File: src/rtl/riscv_cpu_pkg.sv
// rtl/riscv_cpu_pkg.sv - UART transmitter constants and state encoding; OUTPUT_UART_PARITY_EN adds the PARITY state
package riscv_cpu_pkg;

    localparam int UART_DATA_BITS = 8;
    localparam int UART_STOP_BITS = 1;

    typedef enum logic [2:0] {
        TX_IDLE   = 3'd0,
        TX_LOAD   = 3'd1,
        TX_START  = 3'd2,
        TX_DATA   = 3'd3,
`ifdef OUTPUT_UART_PARITY_EN
        TX_PARITY = 3'd4,
`endif
        TX_STOP   = 3'd5
    } tx_state_t;

    function automatic logic even_parity(input logic [7:0] b);
        return ^b;
    endfunction

endpackage

File: src/rtl/word_fifo.sv
// rtl/word_fifo.sv - synchronous word FIFO; a push while full is accepted only alongside a pop
module word_fifo #(
    parameter int WIDTH = 32,
    parameter int DEPTH = 8
) (
    input  logic                     clk,
    input  logic                     rst,
    input  logic                     push,
    input  logic [WIDTH-1:0]         wdata,
    input  logic                     pop,
    output logic [WIDTH-1:0]         rdata,
    output logic                     full,
    output logic                     empty,
    output logic [$clog2(DEPTH):0]   count
);
    localparam int AW = $clog2(DEPTH);
    localparam logic [AW:0] FULL_CNT = (AW + 1)'(DEPTH);

    logic [WIDTH-1:0] mem [DEPTH];
    logic [AW-1:0]    wptr;
    logic [AW-1:0]    rptr;
    logic             do_push;
    logic             do_pop;

    assign full    = (count == FULL_CNT);
    assign empty   = (count == '0);
    assign do_pop  = pop && !empty;
    // When full, the slot being written is the one being read out this cycle.
    assign do_push = push && (!full || do_pop);
    assign rdata   = mem[rptr];

    always_ff @(posedge clk or negedge rst) begin
        if (!rst) begin
            wptr  <= '0;
            rptr  <= '0;
            count <= '0;
        end else begin
            if (do_push) wptr <= wptr + 1'b1;
            if (do_pop)  rptr <= rptr + 1'b1;
            case ({do_push, do_pop})
                2'b10:   count <= count + 1'b1;
                2'b01:   count <= count - 1'b1;
                default: count <= count;
            endcase
        end
    end

    always_ff @(posedge clk) begin
        if (do_push) mem[wptr] <= wdata;
    end

endmodule

File: src/rtl/output_uart_bridge.sv
// rtl/output_uart_bridge.sv - buffered CPU-word to UART transmitter; OUTPUT_UART_PARITY_EN adds an even parity bit
module output_uart_bridge
    import riscv_cpu_pkg::*;
#(
    parameter int WORD_SIZE    = 32,
    parameter int FIFO_DEPTH   = 8,
    parameter int CLKS_PER_BIT = 868
) (
    input  logic                          clk,
    input  logic                          rst,
    input  logic                          output_en,
    input  logic [WORD_SIZE-1:0]          data_out,
    output logic                          tx,
    output logic                          busy,
    output logic [$clog2(FIFO_DEPTH):0]   fifo_count,
    output logic                          overflow
);
    localparam int NBYTES = WORD_SIZE / UART_DATA_BITS;
    localparam int BW     = (NBYTES > 1) ? $clog2(NBYTES) : 1;
    localparam int TW     = $clog2(CLKS_PER_BIT);

    localparam logic [TW-1:0] LAST_TICK = TW'(CLKS_PER_BIT - 1);
    localparam logic [BW-1:0] LAST_BYTE = BW'(NBYTES - 1);
    localparam logic [2:0]    LAST_DATA = 3'(UART_DATA_BITS - 1);
    localparam logic [2:0]    LAST_STOP = 3'(UART_STOP_BITS - 1);

    tx_state_t            state, state_n;
    logic [TW-1:0]        timer, timer_n, tick_next;
    logic [2:0]           bit_cnt, bit_n;
    logic [BW-1:0]        byte_cnt, byte_n;
    logic [WORD_SIZE-1:0] sr, sr_n;
    logic                 tx_n;
    logic                 last_tick;
    logic                 pop;
    logic                 full;
    logic                 empty;
    logic                 drop;
    logic [WORD_SIZE-1:0] fifo_rdata;
`ifdef OUTPUT_UART_PARITY_EN
    logic                 par, par_n;
`endif

    word_fifo #(
        .WIDTH (WORD_SIZE),
        .DEPTH (FIFO_DEPTH)
    ) u_fifo (
        .clk   (clk),
        .rst   (rst),
        .push  (output_en),
        .wdata (data_out),
        .pop   (pop),
        .rdata (fifo_rdata),
        .full  (full),
        .empty (empty),
        .count (fifo_count)
    );

    assign drop      = output_en && full && !pop;
    assign busy      = !empty || (state != TX_IDLE);
    assign last_tick = (timer == LAST_TICK);
    assign tick_next = last_tick ? '0 : timer + 1'b1;

    always_comb begin
        state_n = state;
        timer_n = '0;
        bit_n   = bit_cnt;
        byte_n  = byte_cnt;
        sr_n    = sr;
        pop     = 1'b0;
        tx_n    = 1'b1;
`ifdef OUTPUT_UART_PARITY_EN
        par_n   = par;
`endif
        case (state)
            TX_IDLE: begin
                if (!empty) state_n = TX_LOAD;
            end
            TX_LOAD: begin
                pop     = 1'b1;
                sr_n    = fifo_rdata;
                byte_n  = '0;
                bit_n   = '0;
                state_n = TX_START;
`ifdef OUTPUT_UART_PARITY_EN
                par_n   = even_parity(fifo_rdata[7:0]);
`endif
            end
            TX_START: begin
                timer_n = tick_next;
                if (last_tick) begin
                    bit_n   = '0;
                    state_n = TX_DATA;
                end
            end
            TX_DATA: begin
                timer_n = tick_next;
                if (last_tick) begin
                    // Shifting one bit per period leaves the next byte in sr[7:0] after eight bits.
                    sr_n = sr >> 1;
                    if (bit_cnt == LAST_DATA) begin
                        bit_n = '0;
`ifdef OUTPUT_UART_PARITY_EN
                        state_n = TX_PARITY;
`else
                        state_n = TX_STOP;
`endif
                    end else begin
                        bit_n = bit_cnt + 1'b1;
                    end
                end
            end
`ifdef OUTPUT_UART_PARITY_EN
            TX_PARITY: begin
                timer_n = tick_next;
                if (last_tick) begin
                    bit_n   = '0;
                    state_n = TX_STOP;
                end
            end
`endif
            TX_STOP: begin
                timer_n = tick_next;
                if (last_tick) begin
                    if (bit_cnt != LAST_STOP) begin
                        bit_n = bit_cnt + 1'b1;
                    end else begin
                        bit_n = '0;
                        if (byte_cnt != LAST_BYTE) begin
                            byte_n  = byte_cnt + 1'b1;
                            state_n = TX_START;
`ifdef OUTPUT_UART_PARITY_EN
                            par_n   = even_parity(sr[7:0]);
`endif
                        end else if (!empty) begin
                            state_n = TX_LOAD;
                        end else begin
                            state_n = TX_IDLE;
                        end
                    end
                end
            end
            default: state_n = TX_IDLE;
        endcase

        // tx is registered from the next state so the line level lines up with the state.
        case (state_n)
            TX_START:  tx_n = 1'b0;
            TX_DATA:   tx_n = sr_n[0];
`ifdef OUTPUT_UART_PARITY_EN
            TX_PARITY: tx_n = par_n;
`endif
            default:   tx_n = 1'b1;
        endcase
    end

    always_ff @(posedge clk or negedge rst) begin
        if (!rst) begin
            state    <= TX_IDLE;
            timer    <= '0;
            bit_cnt  <= '0;
            byte_cnt <= '0;
            sr       <= '0;
            tx       <= 1'b1;
            overflow <= 1'b0;
`ifdef OUTPUT_UART_PARITY_EN
            par      <= 1'b0;
`endif
        end else begin
            state    <= state_n;
            timer    <= timer_n;
            bit_cnt  <= bit_n;
            byte_cnt <= byte_n;
            sr       <= sr_n;
            tx       <= tx_n;
            if (drop) overflow <= 1'b1;
`ifdef OUTPUT_UART_PARITY_EN
            par      <= par_n;
`endif
        end
    end

endmodule
File: config.mk
export PLATFORM = sky130hd
export DESIGN_NAME = output_uart_bridge
export DESIGN_NICKNAME = d
export VERILOG_FILES = /design/src/rtl/riscv_cpu_pkg.sv /design/src/rtl/word_fifo.sv /design/src/rtl/output_uart_bridge.sv
export SDC_FILE = /design/constraint.sdc
export NUM_CORES = 1
export LEC_CHECK = 0
export ABC_AREA = 1
export CORE_ASPECT_RATIO = 1.1
export CORE_MARGIN = 8
export CORE_UTILIZATION = 45
export CTS_CLUSTER_DIAMETER = 30
export DETAILED_ROUTE_END_ITERATION = 8
export GPL_ROUTABILITY_DRIVEN = 0
export PLACE_DENSITY = 0.71
export SLEW_MARGIN = 20
export SYNTH_ARGS = -nofsm -noshare
export SYNTH_HDL_FRONTEND = slang
export SYNTH_SLANG_ARGS = --single-unit
File: constraint.sdc
create_clock -name clk -period 8.8 [get_ports clk]
set_input_delay 1.32 -clock clk [delete_from_list [all_inputs] [get_ports clk]]
set_output_delay 1.32 -clock clk [all_outputs]
set_load 0.02 [all_outputs]
==> results_dict.tcl, run 1 <==
set metrics [dict create \
    slew_headroom_pct 30.8 \
    worstSetupEndpointType "output pin" \
    critPathTopFamily "buffers and inverters" \
    drive_gt1_share_pct 12.9 \
    maxCapViolCount 0 \
    cts_tree "done" \
    max-vdd-ir-drop_mv 0.259 \
    area_delta_synth_final_pct 22.3 \
    busiest_layer "met2" \
    start_kind "flip-flop" \
    rsz0062_at_grt "false" \
    mostFrequentLayoutCells "edfxtp_1 (256), nor2_1 (210), o21ai_0 (132), nand3_1 (112), o211ai_1 (63)" \
    grt-ovfl-total 0 \
    yosys.cell_types.count 34 \
    hold_viol_final 0 \
    fin_util_pct 55.9 \
    vias 8584 \
    insertion_delay_ns 0.57 \
    numCtsBuffers 59 \
    fin_crit_sh_pct 37.8 \
    first_global_vias 8742 \
    diodes 0 \
    fin_area_um2 16000 \
    wl_per_cell_um 18.2 \
    die_y_um 195 \
    nets 1191 \
    crit_chain "nor3_1, nand4_1, clkdlybuf4s50_1" \
    drtPass1Iterations 4 \
    drc 0 \
    synth.yosys.seq_area_share_pct 70.4 \
    antenna_found_initial 0 \
    fmax_mhz 301 \
    root_buffer "clkbuf_16" \
    tightest_slew_ns 1.04 \
    yosys_warnings 0 \
    cts-resized-gates 0 \
    cp.arrival_ns 2.00 \
    synth_ff_type "edfxtp_1" \
    core_um2 28700 \
    fin_skew_ns 0.0324 \
    cp_slowest_stage_delay_ns 0.56 \
    clock_path_buffers 3 \
    leakage_nw 5.74 \
    drt-vias-per-instance 5.49 \
    drt_iter0_drc 729 \
    routed_wl_um 28400 \
    grt_usage_pct 16.1 \
    ctsHoldBuffers 0 \
    dieArea_um2 34900 \
    placed_area_um2 13800 \
    synth.avg_cell_area_um2 12.0 \
    final_common_cell "edfxtp_1" \
    pin_count 42 \
    grt_use_met2_pct 28.6 \
    syn_inst 1091 \
    grt_use_met3_pct 3.05 \
    clkSinkCount 318 \
    crit_type "flip-flop to output pin" \
    rows 65 \
    drv_slew 0 \
    cts_setup_buffers 0 \
    synthArstFlopShare_pct 19.5 \
    powerDensity_nw_per_um2 363 \
    hp-class "flip-flop to flip-flop" \
    slowest_stage "clkdlybuf4s50_1" \
    synth_nets 1137 \
    cp.required_ns 7.48 \
    globalRouteMet1Util_pct 19.3 \
    grt_pass1_wl_um 45500 \
    tns_ns 0 \
    htreeDepth 2 \
    fin_hold_ws_ns 0.483 \
    clk_pin_slew_ns 0.05 \
    synth_edf_count 256 \
    place_hpwl_um 15100 \
    dieWidth_um 179 \
    ant_nets 0 \
    syn_area_um2 13100 \
    grt_max_degree 103 \
    initial_utilization_pct 45.7 \
    critPathMaxFanout 10 \
    synth_seq_cells 318 \
    setup_viol 0 \
    cp_num_buf_inv 1 \
    io_buffers 41 \
    status "complete, no violations" \
    fin_crit_ns 3.32 \
]
[per-layer routing]
| metal | routed length [um] | vias to the layer above |
|---|---|---|
| met5 | 0 | - |
| met4 | 593 | 0 |
| met3 | 1580 | 51 |
| met2 | 14800 | 229 |
| met1 | 11400 | 4242 |
| li1 | - | 4062 |
[stage by stage]
step                      setup slack, ns  total power, mW  instances
after floorplan                      5.39             3.13       1091
after global routing                 5.32             6.15       1563
after detailed placement             5.15             3.53       1444
final                                5.48             5.83       1563
after global placement               5.21             3.47       1444
after CTS                            5.45             5.82       1555
[state kept, by name (all words and copies together) (netlist names)]
name / flops
sr: 32
overflow: 1
u_fifo.mem: 256
u_fifo.wptr: 3
bit_cnt: 3
tx: 1
u_fifo.rptr: 3
state: 3
timer: 10
u_fifo.count: 4
byte_cnt: 2
[cells by family (layout without fill, tap and decap cells)]
group | Yosys count | count (layout) | share of synthesized area [%]
simple gates | 419 | 419 | 14.2
xor+xnor | 6 | 6 | 0.400
buf+inv | 102 | 206 | 3.67
flops | 318 | 318 | 70.4
fa+ha+maj | 11 | 11 | 1.11
compound gates | 235 | 235 | 10.2
[path summary, 6_finish.rpt]
path,to,slack [ns],cells after the start,startpoint
worst min register to register,overflow,0.48,1,overflow
worst min-delay path,overflow,0.48,1,overflow
min in group asynchronous,u_fifo.count[3],0.94,2,rst
worst max register to register,u_fifo.count[3],5.59,12,state[2]
max in group asynchronous,u_fifo.rptr[0],7.24,2,rst
worst max-delay path,busy,5.48,3,state[2]
[synthesized netlist by cell type (10+ instances only)]
library cell,instances,area (um^2)
clkbuf_1,26,97.6
dfrtp_1,61,1530
o21ai_1,17,85.1
buf_2,22,110
nand2_1,61,229
o21ai_0,132,661
inv_1,35,131
a21oi_1,21,105
nand3_1,112,561
o211ai_1,63,473
edfxtp_1,256,7690
ha_1,10,125
nor2_1,218,818
[power by group]
group | switching, mW | internal (mW) | leakage, nW | total, mW
sequential | 0.193 | 1.94 | 3.10 | 2.13
clock | 0.797 | 1.48 | 0.981 | 2.27
combinational | 0.949 | 0.469 | 1.66 | 1.42
total | 1.94 | 3.89 | 5.74 | 5.83
[final cells by class]
class	instances	area [um^2]
clock buffer	65	1520
clock inverter	46	532
fill	2256	12700
inverter	39	148
multi-input combinational	671	3470
sequential	318	9250
tap	368	460
timing repair buffer	56	671
No activity file was read; power rests on OpenSTA's default activity.
==> run 2, diff against run 1 <==
==> constraint.sdc (replaced) <==
create_clock -name clk -period 3.1 [get_ports clk]
set_input_delay 0.465 -clock clk [delete_from_list [all_inputs] [get_ports clk]]
set_output_delay 0.465 -clock clk [all_outputs]
set_load 0.02 [all_outputs]
==> results_dict.tcl, run 2 (synthesis gave the netlist of run 1 again) <==
set metrics [dict create \
    status "complete, no violations" \
    nets 1205 \
    die_y_um 195 \
    diodes 0 \
    routed_wl_um 29300 \
    netSwitchingFraction_pct 33.8 \
    slowest_stage "clkdlybuf4s50_1" \
    largest_register "u_fifo.mem" \
    drtPass1Iterations 7 \
    reg_top3 "u_fifo.mem x256, sr x32, timer x10" \
    fin_skew_ns 0.0257 \
    clkSinkCount 318 \
    tightest_slew_ns 0.851 \
    cp_num_buf_inv 1 \
    grt_pass1_wl_um 47600 \
    cp.required_ns 2.63 \
    grt_usage_pct 17.0 \
    maxCapViolCount 0 \
    cp.arrival_ns 2.07 \
    ctsHoldBuffers 0 \
    core_um2 28700 \
    critPathMaxFanout 10 \
    cp_slowest_stage_delay_ns 0.56 \
    drc 0 \
    crit_type "flip-flop to output pin" \
    numCtsBuffers 59 \
    r2r_setup_slack_ns 0.72 \
    comb_power_share_pct 26.3 \
    powerDensity_nw_per_um2 1010 \
    cts-resized-gates 0 \
    power_frac_clock_pct 36.9 \
    clock_path_buffers 3 \
    fillCellCount 2282 \
    rsz0062_at_grt "false" \
    reg2reg_to "u_fifo.mem[0][8]" \
    fin_util_pct 55.3 \
    finalWorstSetupSlack_ns 0.562 \
    fin_crit_ns 2.54 \
    drt_iter0_drc 845 \
    initial_utilization_pct 45.7 \
    worstSetupEndpointType "output pin" \
    grt_max_degree 75 \
    vias 8690 \
    io_buffers 41 \
    area_delta_synth_final_pct 21.0 \
    mostFrequentLayoutCells "edfxtp_1 (256), nor2_1 (210), o21ai_0 (132), nand3_1 (112), o211ai_1 (63)" \
    max-vdd-ir-drop_mv 0.866 \
    first_global_vias 8933 \
    p_int_mw 10.7 \
    largest_reg_flops 256 \
    rows 65 \
    insertion_delay_ns 0.58 \
    seq_power_share_pct 36.8 \
    pin_count 42 \
    dieArea_um2 34900 \
    fin_hold_ws_ns 0.00461 \
    drive_gt1_share_pct 13.2 \
    wl_per_cell_um 18.6 \
    ant_nets 0 \
    slew_headroom_pct 43.3 \
    htreeDepth 2 \
    place_hpwl_um 16900 \
    drt-vias-per-instance 5.51 \
    clk_pin_slew_ns 0.05 \
    root_buffer "clkbuf_16" \
    cts_tree "done" \
    crit_chain "nor3_1, nand4_1, clkdlybuf4s50_1" \
    grt-ovfl-total 0 \
    antenna_found_initial 0 \
    p_sw_mw 5.44 \
    setup_viol 0 \
    hp-class "primary input to asynchronous set/reset pin" \
    leakage_nw 5.73 \
    drv_slew 0 \
    fin_crit_sh_pct 81.9 \
    final_common_cell "edfxtp_1" \
    r2r_start "state[2]" \
    place_ws_ns 0.577 \
    start_kind "flip-flop" \
    cts_setup_buffers 0 \
    fmax_mhz 394 \
    hold_viol_final 0 \
    tns_ns 0 \
    dieWidth_um 179 \
    power_mw 16.1 \
    r2r_cells 7 \
    critPathTopFamily "buffers and inverters" \
]
[run 2: cell count changes in the layout (fill, tap and decap cells not counted), sizes merged]
| cell | previous run | this run |
|---|---|---|
| bufinv | 7 | 2 |
| buf | 16 | 30 |
| clkbuf | 65 | 73 |
| clkinvlp | 8 | 4 |
| clkinv | 17 | 24 |
| inv | 53 | 47 |
[run 2: layout make-up]
type / instances / area [um^2] / area share, %
Tap cell: 368 / 460 / 2.90
Timing Repair Buffer: 70 / 661 / 4.16
Inverter: 39 / 148 / 0.929
Clock buffer: 73 / 1570 / 9.88
Multi-Input combinational cell: 671 / 3470 / 21.8
Sequential cell: 318 / 9250 / 58.2
Clock inverter: 38 / 332 / 2.09
[run 2: how the worst max path moves through the flow]
stage / start / endpoint / slack, ns / cells past startpoint
2_1_floorplan: state[2] / u_fifo.mem[0][0] / 0.16 / 7
3_3_place_gp: output_en / u_fifo.mem[6][30] / 0.59 / 5
3_5_place_dp: output_en / u_fifo.mem[0][25] / 0.58 / 5
4_1_cts: state[2] / busy / 0.55 / 3
5_1_grt: state[2] / busy / 0.49 / 3
6_report: state[2] / busy / 0.56 / 3
[run 2: per-stage QoR]
| step | std cells | cell area [um^2] |
|---|---|---|
| 2_1_floorplan | 1091 | 13100 |
| 3_3_place_gp | 1466 | 14000 |
| 3_5_place_dp | 1466 | 14000 |
| 4_1_cts | 1577 | 15900 |
| 5_1_grt | 1577 | 15900 |
| 6_report | 1577 | 15900 |
[run 2: layer usage]
metal | track usage [%] | vias to the layer above | wire [um]
met5 | 0 | - | 0
met4 | 6.65 | 0 | 760
li1 | - | 4080 | -
met1 | 21.5 | 4250 | 12100
met3 | 2.97 | 59 | 1840
met2 | 28.7 | 301 | 14600
[run 2: power by group through the flow]
stage | clock, mW | sequential (mW) | combinational (mW)
2_1_floorplan | 0 | 5.88 | 3.01
3_3_place_gp | 0 | 5.95 | 4.12
3_5_place_dp | 0 | 5.98 | 4.23
4_1_cts | 6.02 | 5.91 | 4.27
5_1_grt | 6.23 | 6.00 | 4.76
6_report | 5.94 | 5.92 | 4.23
